--- config.mk ---
export PLATFORM = sky130hd
export DESIGN_NAME = shift_add_mul
export DESIGN_NICKNAME = d
export VERILOG_FILES = /design/src/rtl/shift_add_mul.sv
export SDC_FILE = /design/constraint.sdc
export NUM_CORES = 1
export LEC_CHECK = 0
export CAP_MARGIN = 20
export CORE_MARGIN = 10
export CORE_UTILIZATION = 30
export CTS_CLUSTER_SIZE = 24
export DETAILED_ROUTE_END_ITERATION = 6
export SYNTH_ARGS = -nofsm -noshare
export SYNTH_HDL_FRONTEND = slang
export SYNTH_SLANG_ARGS = --single-unit
--- constraint.sdc ---
create_clock -name clk -period 4.2 [get_ports clk]
set_input_delay 0.42 -clock clk [delete_from_list [all_inputs] [get_ports clk]]
set_output_delay 0.42 -clock clk [all_outputs]
set_load 0.01 [all_outputs]
--- src/rtl/shift_add_mul.sv ---
// shift_add_mul: multi-cycle unsigned shift-and-add multiplier driving a single n_b_add each step.
// Optional macro SHIFT_ADD_MUL_EARLY_EXIT_EN: finish as soon as the remaining multiplier bits are zero.

module n_b_add #(
  parameter int N = 32
) (
  input  logic [N-1:0] a,
  input  logic [N-1:0] b,
  input  logic         cin,
  output logic [N-1:0] s,
  output logic         cout
);
  logic [N:0] sum_s;

  assign sum_s = {1'b0, a} + {1'b0, b} + {{N{1'b0}}, cin};
  assign s     = sum_s[N-1:0];
  assign cout  = sum_s[N];
endmodule

module shift_add_mul #(
  parameter int N = 32
) (
  input  logic           clk,
  input  logic           rst,
  input  logic           in_valid,
  output logic           in_ready,
  input  logic [N-1:0]   a,
  input  logic [N-1:0]   b,
  output logic           out_valid,
  input  logic           out_ready,
  output logic [2*N-1:0] p
);
  localparam int CW = $clog2(N) + 1;
  localparam logic [CW-1:0] LAST_CNT = CW'(N - 1);
  localparam logic [CW-1:0] CNT_ONE  = CW'(1);

  typedef enum logic [1:0] {
    S_IDLE = 2'd0,
    S_BUSY = 2'd1,
    S_DONE = 2'd2
  } state_t;

  state_t         state_q, state_d;
  logic [N-1:0]   a_q, a_d;
  logic [N-1:0]   b_q, b_d;
  logic [2*N-1:0] acc_q, acc_d;
  logic [CW-1:0]  cnt_q, cnt_d;
  logic           out_valid_q, out_valid_d;

  logic [N-1:0]   add_b;
  logic [N-1:0]   add_s;
  logic           add_cout;
  logic [2*N-1:0] acc_step;
  logic [N-1:0]   b_shift;

  assign add_b = b_q[0] ? a_q : {N{1'b0}};

  n_b_add #(.N(N)) u_add (
    .a    (acc_q[2*N-1:N]),
    .b    (add_b),
    .cin  (1'b0),
    .s    (add_s),
    .cout (add_cout)
  );

  // The carry-out becomes the new MSB; the whole accumulator slides right one bit per step.
  assign acc_step = {add_cout, add_s, acc_q[N-1:1]};
  assign b_shift  = {1'b0, b_q[N-1:1]};

  // Next-state and datapath update for the IDLE/BUSY/DONE sequence.
  always_comb begin
    state_d     = state_q;
    a_d         = a_q;
    b_d         = b_q;
    acc_d       = acc_q;
    cnt_d       = cnt_q;
    out_valid_d = out_valid_q;
    case (state_q)
      S_IDLE: begin
        if (in_valid) begin
          a_d     = a;
          b_d     = b;
          acc_d   = {(2*N){1'b0}};
          cnt_d   = {CW{1'b0}};
          state_d = S_BUSY;
        end else begin
          state_d = S_IDLE;
        end
      end
      S_BUSY: begin
        acc_d = acc_step;
        b_d   = b_shift;
        cnt_d = cnt_q + CNT_ONE;
        if (cnt_q == LAST_CNT) begin
          state_d     = S_DONE;
          out_valid_d = 1'b1;
        end
`ifdef SHIFT_ADD_MUL_EARLY_EXIT_EN
        else if (b_shift == {N{1'b0}}) begin
          // Skipped steps would only shift right, so apply them all at once.
          state_d     = S_DONE;
          out_valid_d = 1'b1;
          acc_d       = acc_step >> (LAST_CNT - cnt_q);
        end
`endif
        else begin
          state_d = S_BUSY;
        end
      end
      S_DONE: begin
        if (out_ready) begin
          state_d     = S_IDLE;
          out_valid_d = 1'b0;
        end else begin
          state_d = S_DONE;
        end
      end
      default: begin
        state_d     = S_IDLE;
        out_valid_d = 1'b0;
      end
    endcase
  end

  // State and datapath registers with synchronous reset.
  always_ff @(posedge clk) begin
    if (rst) begin
      state_q     <= S_IDLE;
      a_q         <= {N{1'b0}};
      b_q         <= {N{1'b0}};
      acc_q       <= {(2*N){1'b0}};
      cnt_q       <= {CW{1'b0}};
      out_valid_q <= 1'b0;
    end else begin
      state_q     <= state_d;
      a_q         <= a_d;
      b_q         <= b_d;
      acc_q       <= acc_d;
      cnt_q       <= cnt_d;
      out_valid_q <= out_valid_d;
    end
  end

  assign in_ready  = (state_q == S_IDLE) && !rst;
  assign out_valid = out_valid_q;
  assign p         = acc_q;
endmodule

==> results of run 1 <==
stage by stage:
stage / total power [mW] / hold WS, ns / setup WS, ns / instance area, um^2
6_report: 3.12 / 0.450 / 1.20 / 8990
5_1_grt: 3.26 / 0.469 / 0.981 / 8990
4_1_cts: 3.16 / 0.454 / 1.21 / 8990
3_5_place_dp: 1.71 / 0.445 / 1.23 / 8430
3_3_place_gp: 1.71 / 0.442 / 1.26 / 8430
2_1_floorplan: 1.58 / 0.432 / 1.60 / 6940
area by class of cell:
cell class,count,area share
timing repair buffer,142,0.155
clock buffer,18,0.0488
multi-input combinational,668,0.433
clock inverter,14,0.0141
tap,285,0.0397
inverter,10,0.00417
sequential,137,0.305
routing by layer:
metal | vias to the layer above | global-route usage | share of wire
met3 | 23 | 0.0561 | 0.081
met5 | - | 0 | 0.00063
met1 | 2998 | 0.158 | 0.43
met4 | 2 | 0.0375 | 0.013
li1 | 3263 | - | -
met2 | 157 | 0.237 | 0.47
sequential cells by signal, summed over array words and instances, names as in the netlist:
signal     cells
p             64
b_q           32
state_q        2
out_valid      1
cnt_q          6
a_q           32
worst max-delay path, delay by kind of cell, from the launching register on:
kind                     cells  cell delay, ns
AND/OR/NAND/NOR              4            0.85
buffers and inverters        1            0.05
adder cells (fa/ha/maj)      2            0.53
multiplexers                 1            0.12
flip-flops                   1            0.56
AO/OA/AOI/OAI                3            0.76
kinds of logic (layout without fill, tap and decap cells):
| kind of cell | after synthesis | after routing | share of synthesized area |
|---|---|---|---|
| compound gates | 229 | 229 | 0.218 |
| xor+xnor | 24 | 24 | 0.0303 |
| fa+ha+maj | 34 | 34 | 0.0624 |
| buf+inv | 71 | 184 | 0.0472 |
| flops | 137 | 137 | 0.395 |
| mux | 5 | 5 | 0.00721 |
| simple gates | 376 | 376 | 0.240 |
worst max-delay path by stage:
stage | startpoint | endpoint | slack [ns] | cells past startpoint
2_1_floorplan | b_q[0]$_SDFFE_PP0P_ | p[55]$_SDFFE_PP0P_ | 1.60 | 10
3_3_place_gp | b_q[0]$_SDFFE_PP0P_ | p[55]$_SDFFE_PP0P_ | 1.26 | 11
3_5_place_dp | b_q[0]$_SDFFE_PP0P_ | p[55]$_SDFFE_PP0P_ | 1.23 | 11
4_1_cts | b_q[0]$_SDFFE_PP0P_ | p[55]$_SDFFE_PP0P_ | 1.21 | 11
5_1_grt | b_q[0]$_SDFFE_PP0P_ | p[61]$_SDFFE_PP0P_ | 0.98 | 11
6_report | b_q[0]$_SDFFE_PP0P_ | p[55]$_SDFFE_PP0P_ | 1.20 | 11
power groups by stage:
stage               clock [mW]  sequential [mW]  combinational (mW)
floorplan                    0             1.40               0.178
global placement             0             1.41               0.298
detailed placement           0             1.41               0.299
CTS                       1.48             1.38               0.300
global route              1.54             1.39               0.330
finish                    1.44             1.38               0.296
placed cells by master, fill, tap and decap left out, types with 4 or more instances in the layout:
cell	n
dfxtp_1	137
xnor2_1	19
buf_4	10
clkbuf_16	17
nand2b_1	4
a21oi_1	89
xor2_1	5
nor3_1	7
nor4_1	22
clkdlybuf4s50_1	132
nor2_1	132
inv_6	4
a22oi_1	50
o21a_1	7
o21ai_1	4
and2_1	33
o21ai_0	31
nand3_1	16
or3_1	4
o31ai_1	4
inv_8	4
nand4_1	10
a21o_1	8
mux2i_1	5
o21bai_1	5
inv_1	10
nand2_1	132
ha_1	33
==> flow_summary_export.csv, run 1 <==
group,metric,value,unit
floorplanning,num_io_pins,134,
critical_path,critPathArrivalTime,3.31,ns
timing,fin_skew,0.00867,ns
route,drc,0,
cts,cts.path.max_buffers,2,
min_path,holdPathStages,2,
cts,clk-insertion-delay-late,0.42,ns
critical_path,setup.worst_path.class,"reg2reg",
route,drt-total-wl,20.5,mm
grt,grt_pass1_vias,6546,
finish,final_util,0.396,
cts,h-tree-depth,4,
power_and_ir_drop,power_frac_comb,0.095,
timing,slew_viol_final,0,
route,first_pass_iters,5,
timing,fin_crit,3.00,ns
finish,nFillCells,2356,
synth,netlist_area,6940,um^2
min_path,hold_path.class,"reg2reg",
placed_design,place_hpwl,14.7,mm
synth,yosysWarnings,0,
timing,period_share,0.713,
critical_path,r2r_end,"p[55]$_SDFFE_PP0P_",
timing,hold_viol_final,0,
route,num_vias,6443,
synth,syn_nets,978,
critical_path,cp_slowest_cell,"dfxtp_1",
finish,drive_above_1_share,0.0637,
route,vias_per_cell,5.06,
synth,synth_area_leaders,"dfxtp_1, nor2_1, nand2_1",
critical_path,cp_max_fo,15,
finish,final_cell_count_no_fill,1274,
floorplanning,die-area,29600,um^2
floorplanning,die_w,172,um
finish,multi_input_area,3890,um^2
power_and_ir_drop,power_leakage,3.46,nW
timing,timing.fmax,334,MHz
critical_path,reg2reg_slack,1.20,ns
grt,grt_overflow,0,
synth,synth_edf_count,0,
grt,grt_usage,0.139,
grt,grt_pass1_wl,33.2,mm
finish,nNetsFinal,1078,
cts,hold_buffers,0,
floorplanning,core.rowCount,55,
critical_path,max_stage_delay,0.56,ns
power_and_ir_drop,sw_frac_of_total,0.271,
job,cap_violations,0,
cts,tritoncts,"built",
power_and_ir_drop,switching_power,0.845,mW
synth,ys.flop_type,"dfxtp_1",
synth,synth.avg_cell_area,7.92,um^2
power_and_ir_drop,power_density,347,nW/um^2
timing,final.setup.tns,0,ns
cts,postCtsResizedCells,0,
route,drt_iter0_markers,345,
placed_design,dpl.cell_count,1242,
min_path,holdPathEnd,"a_q[21]$_SDFFE_PP0P_",
synth,synth_cell_types,63,
finish,insertedDiodeCount,0,
cts,cts_buffers,17,
placed_design,place_congestion,0.853,
synth,synth_common_cells,"dfxtp_1, nor2_1, nand2_1, a21oi_1, a22oi_1",
timing,rsz0062_at_grt,"no",
cts,cts.clk_slew.worst_paths,0.06,ns
synth,synth_seq_cells,137,
power_and_ir_drop,clkPwrFrac,0.463,
critical_path,cp_cell_sequence,"and2_1 -> ha_1 -> inv_1 -> fa_1 -> and2b_1 -> o2111ai_1 -> nand2_1 -> a41oi_2 -> o31a_2 -> mux2i_1 -> or2_1",
grt,antenna_found_initial,2,
floorplanning,start_util,0.306,
floorplanning,core,22700,um^2
route,drtAntennaViolNets,0,
synth,synth_top_area_share,0.395,
synth,synth_top_cell_by_area,"dfxtp_1",
cts,cts_setup_buffers,0,
timing,worst_slew_pin_slew,0.863,ns
timing,setup_viol,0,
synth,synthCells,876,
timing,maxSlewHeadroom,0.425,
synth,synthArstFlopShare,0,
cts,cts.sinks,137,
power_and_ir_drop,p_int,2.27,mW
critical_path,r2r_cells,11,
power_and_ir_drop,ir_drop,0.000242,V
floorplanning,die_h,172,um
synth,yosysSeqAreaShare,0.395,
cts,cts_root_buffer,"clkbuf_16",
finish,syn_to_final_growth,29.5,%
grt,grt_max_degree,68,
critical_path,endpoint_kind,"flip-flop",
route,wl_per_cell,16.1,um
critical_path,critPathLaunchType,"flip-flop",
critical_path,crit_required,4.52,ns
critical_path,rr_startpoint,"b_q[0]$_SDFFE_PP0P_",
finish,seq_area,2740,um^2
synth,synth_most_common_cell,"dfxtp_1",
placed_design,port_buffers,133,
min_path,min_from,"a_q[21]$_SDFFE_PP0P_",
power_and_ir_drop,seq_power_share,0.442,
status,status,"finished, final reports clean",
(Power assumes the default switching activity.)
==> run 2: changes to the inputs <==
==> constraint.sdc (replaced) <==
create_clock -name clk -period 2.9 [get_ports clk]
set_input_delay 0.29 -clock clk [delete_from_list [all_inputs] [get_ports clk]]
set_output_delay 0.29 -clock clk [all_outputs]
set_load 0.01 [all_outputs]
==> flow_summary_export.csv, run 2 (synthesized netlist as in run 1, its figures left out) <==
group,metric,value,unit
route,drc,0,
power_and_ir_drop,total_power,4.65,mW
route,num_vias,6470,
grt,antenna_found_initial,2,
floorplanning,die_w,172,um
finish,final_common_cell,"dfxtp_1",
finish,final_cell_count_no_fill,1282,
grt,grt_pass1_vias,6373,
power_and_ir_drop,power_density,512,nW/um^2
timing,period_share,0.929,
floorplanning,start_util,0.306,
timing,maxSlewHeadroom,0.416,
timing,fin_crit,2.69,ns
cts,cts.clk_slew.worst_paths,0.07,ns
timing,hold_viol_final,0,
cts,h-tree-depth,4,
status,status,"finished, final reports clean",
critical_path,crit_required,3.23,ns
critical_path,cp-startpoint,"b_q[0]$_SDFFE_PP0P_",
timing,worst_slew_pin_slew,0.876,ns
finish,nNetsFinal,1086,
critical_path,cp_max_fo,14,
placed_design,port_buffers,133,
critical_path,reg2reg_slack,0.21,ns
finish,drive_above_1_share,0.0722,
floorplanning,core,22700,um^2
timing,setup_viol,0,
critical_path,critPathLaunchType,"flip-flop",
min_path,holdPathStages,2,
finish,insertedDiodeCount,0,
route,first_pass_iters,4,
finish,largest_reg_flops,64,
grt,grt_overflow,0,
floorplanning,num_io_pins,134,
power_and_ir_drop,power_leakage,3.52,nW
route,drtAntennaViolNets,0,
finish,fin_area,9100,um^2
critical_path,endpoint_kind,"flip-flop",
grt,grt_usage,0.138,
cts,tritoncts,"built",
timing,rsz0062_at_grt,"no",
power_and_ir_drop,ir_drop,0.000352,V
finish,nFillCells,2357,
finish,syn_to_final_growth,31.1,%
critical_path,rr_startpoint,"b_q[0]$_SDFFE_PP0P_",
grt,grt_max_degree,83,
route,wl_per_cell,15.8,um
cts,cts.sinks,137,
min_path,min_from,"rst",
critical_path,setup.worst_path.class,"reg2reg",
finish,layout_common_cells,"dfxtp_1, nand2_1, nor2_1, clkdlybuf4s50_1, a21oi_1",
placed_design,place_area,8490,um^2
route,vias_per_cell,5.05,
critical_path,r2r_cells,10,
critical_path,r2r_end,"p[46]$_SDFFE_PP0P_",
job,cap_violations,0,
cts,clk-insertion-delay-late,0.43,ns
floorplanning,die-area,29600,um^2
route,drt_iter0_markers,341,
placed_design,place_hpwl,14.7,mm
cts,cts_buffers,17,
timing,timing.fmax,371,MHz
floorplanning,die_h,172,um
route,drt-total-wl,20.3,mm
timing,slew_viol_final,0,
cts,cts_root_buffer,"clkbuf_16",
cts,cts.path.max_buffers,2,
floorplanning,core.rowCount,55,
placed_design,dpl.cell_count,1250,
critical_path,critPathArrivalTime,3.02,ns
min_path,hold_path.class,"in2reg",
timing,fin_skew,0.00957,ns
timing,final.setup.tns,0,ns
grt,grt_pass1_wl,32.8,mm
min_path,holdPathEnd,"a_q[25]$_SDFFE_PP0P_",
placed_design,place_congestion,0.960,
-- run 2: per-stage QoR --
stage,setup slack [ns],hold slack (ns),util
after floorplan,0.302,0.426,-
after global placement,0.291,0.443,0.374
after detailed placement,0.225,0.444,0.374
after CTS,0.206,0.279,0.400
after global routing,0.0428,0.308,0.401
final,0.206,0.305,0.401
-- run 2: final cells by class --
cell class / count / area [um^2] / area share
clock inverters: 15 / 180 / 0.0198
inverters: 10 / 37.5 / 0.00413
well taps: 285 / 357 / 0.0392
repair buffers: 150 / 1460 / 0.160
flip-flops and latches: 137 / 2740 / 0.301
clock buffers: 17 / 425 / 0.0468
multi-input cells: 668 / 3900 / 0.429
-- run 2: report_power, final --
| part | switching, mW | internal [mW] |
|---|---|---|
| registers | 0.0398 | 1.95 |
| clock network | 0.991 | 1.24 |
| logic | 0.247 | 0.189 |
| total | 1.28 | 3.38 |
-- run 2: timing repair --
action | CTS | global route
buffers inserted | 0 | 0
setup endpoints to repair | 0 | 1
gates resized for setup | 0 | 1
hold buffers | 0 | 0
-- run 2: worst max path at each step --
stage	end	slack, ns
after floorplan	p[55]$_SDFFE_PP0P_	0.30
after global placement	p[57]$_SDFFE_PP0P_	0.29
after detailed placement	p[46]$_SDFFE_PP0P_	0.23
after CTS	p[57]$_SDFFE_PP0P_	0.21
after global routing	p[57]$_SDFFE_PP0P_	0.04
final	p[46]$_SDFFE_PP0P_	0.21
-- run 2: metal layers --
metal / routed length, um / part of all wire / vias up / GRT usage
li1: - / - / 3284 / -
met1: 8730 / 0.43 / 3004 / 0.160
met2: 9490 / 0.47 / 153 / 0.223
met3: 1760 / 0.087 / 27 / 0.0611
met4: 294 / 0.014 / 2 / 0.0450
met5: 20 / 0.00099 / - / 0
-- run 2: critical path: stages, from the launching register on --
cell,delay (ns)
dfxtp_1,0.31
buf_4,0.18
and2_1,0.16
ha_1,0.33
a21oi_1,0.18
o21ai_0,0.19
a31o_2,0.32
a31oi_4,0.26
nor3_1,0.10
or3_1,0.32
a32o_1,0.24
==> run 3: changes to the inputs <==
--- a/config.mk
+++ b/config.mk
@@ -13,3 +13,4 @@
 export SYNTH_ARGS = -nofsm -noshare
 export SYNTH_HDL_FRONTEND = slang
 export SYNTH_SLANG_ARGS = --single-unit
+export TNS_END_PERCENT = 5
==> results of run 3 <==
The final DEF is identical to that of run 2; final timing and power are the same.
==> edit (config.mk and constraints of run 2) <==
Make the reset (`rst`) asynchronous in one clocked block. Comments in the files are not updated.
--- a/src/rtl/shift_add_mul.sv
+++ b/src/rtl/shift_add_mul.sv
@@ -125,3 +125,3 @@
   // State and datapath registers with synchronous reset.
-  always_ff @(posedge clk) begin
+  always_ff @(posedge clk or posedge rst) begin
     if (rst) begin
Behaviour: differs if rst is asserted again (counterexample within 4 cycles, from zero or initial values and one cycle with rst high); with rst held inactive, the same outputs for 4 cycles.
==> edit against run 2 <==
Global-route usage increased by 0.12 points; area after synthesis is 11% higher; fmax decreased by 2.1%; final area increased by 14%; sequential cell count unchanged; setup slack got worse by 0.057 ns; cell count rose by 8.7%; wire length rose by 12%; worst hold slack got worse by 0.0089 ns; die area up 9.9%.
Power is not compared: it rests on default switching activity, and its combinational part moved more than twofold at a synthesized area within 25%.
==> edit: results (changes against run 2) <==
* Slowest-stage cell, CP: or4b_1
* Syn nets at 1,012 (+3.5%)
* Total wire length at 22,600 um (+12%)
* Async S/R FF share, synth at 100% (+100 points)
* Post-synthesis sequential area ratio at 44.4% (+4.9 points)
* Met1 Track Usage GR at 17.7% (+1.7 points)
* Vias per cell at 4.91 (-2.6%)
* GRT Total Usage at 13.9% (+0.12 points)
* Clock latency on the worst-skew pair at 0.43 ns (about the same)
* Non-filler cells, final at 1,393 (+8.7%)
* Main synth FF type: dfrtp_1
* Synth unique cells at 59 (-6.3%)
* HP Class: in -> async
* Worst EP arrival at 3.12 ns (+0.10 ns)
* Crit-path leading delay family: simple AND/OR/NAND/NOR gates
* Avg Inst Size Synth at 8.49 um^2 (+7.1%)
* Top cells by area, synth: dfrtp_1, nand2_1, o21ai_0
* Largest net degree at the start of global routing at 61 (-27%)
* Crit path launch: b_q[0]$_DFFE_PP0P_
* R2R setup slack at 0.15 ns (-0.06 ns)
* Routability cong. at 0.883 (-8.0%)
* Slew HR at 49.6% (+8.0 points)
* Pre-antenna DRT Iters at 5 (+1)
* Post-synth top cells: nand2_1, dfrtp_1, o21ai_0
* Vias in the first global route at 7,174 (+13%)
* Status: finished clean
* First-pass GRT wire length at 38,000 um (+16%)
* FF-to-FF Start: b_q[0]$_DFFE_PP0P_
* Iter 0 DRT Violations at 384 (+13%)
* Share of cells above drive strength 1 at 10.5% (+3.2 points)
* GR Layer Usage met2 at 22.6% (+0.29 points)
* CP max stage delay at 0.47 ns (+0.14 ns)
* HPWL Detailed at 15,800 um (+7.7%)
* Buffers on Ports at 133 (unchanged)
* Worst Skew at 0.0138 ns (+0.00425 ns)
* Crit-path max FO at 30 (+16)
* Final #Nets at 1,150 (+5.9%)
* Routing usage on met3 at 4.42% (-1.7 points)
* Critical Path End: p[59]$_DFFE_PP0P_
* VDD IR max at 0.422 mV
[edit: timing repair]
item | 4_1_cts | 5_1_grt
pin swaps | 1 | 5
hold buffers | 0 | 0
endpoints found under the setup margin | 4 | 11
gates resized for setup | 2 | 17
buffers inserted | 0 | 3
[edit: per-layer routing]
metal / up-vias / share of wire, %
met4: 0 / 0.89
met2: 162 / 47
li1: 3421 / -
met1: 3247 / 47
met5: - / 0
met3: 14 / 5.7
[edit: logic make-up after synthesis]
kind of cell | after synthesis | share of synthesized area (%)
adders and majority gates | 34 | 5.61
DFF | 137 | 44.4
xor gates and xnor gates | 23 | 2.61
buffers and inverters | 73 | 3.60
and+or+nand+nor | 387 | 23.6
muxes | 1 | 0.130
AOI/OAI and AO/OA | 255 | 20.1
[edit: power groups by stage]
stage	sequential [uW]	clock, uW	combinational, uW
after floorplan	3420	0	2870
after global placement	3410	0	4940
after detailed placement	3410	0	5020
after CTS	3390	2260	5070
after global routing	3510	2350	5750
final	3390	2200	5130
[edit: layout make-up]
class | instances | area, um^2
tap | 330 | 413
sequential | 137 | 3430
clock buffer | 17 | 425
multi-input combinational | 700 | 4120
inverter | 12 | 48.8
fill | 2508 | 14900
antenna | 2 | 5.00
clock inverter | 15 | 179
timing repair buffer | 180 | 1760
[edit: per-stage QoR]
step / utilization [%] / TNS, ns / instance area, um^2 / worst slack [ns] / hold slack (ns)
2_1_floorplan: - / 0 / 7730 / 0.142 / 0.395
5_1_grt: 41.1 / -0.00786 / 10400 / -0.00786 / 0.346
3_3_place_gp: 38.2 / 0 / 9640 / 0.0642 / 0.455
3_5_place_dp: 38.2 / -0.0715 / 9640 / -0.0385 / 0.456
4_1_cts: 40.6 / 0 / 10300 / 0.0388 / 0.308
6_report: 41.1 / 0 / 10400 / 0.149 / 0.296
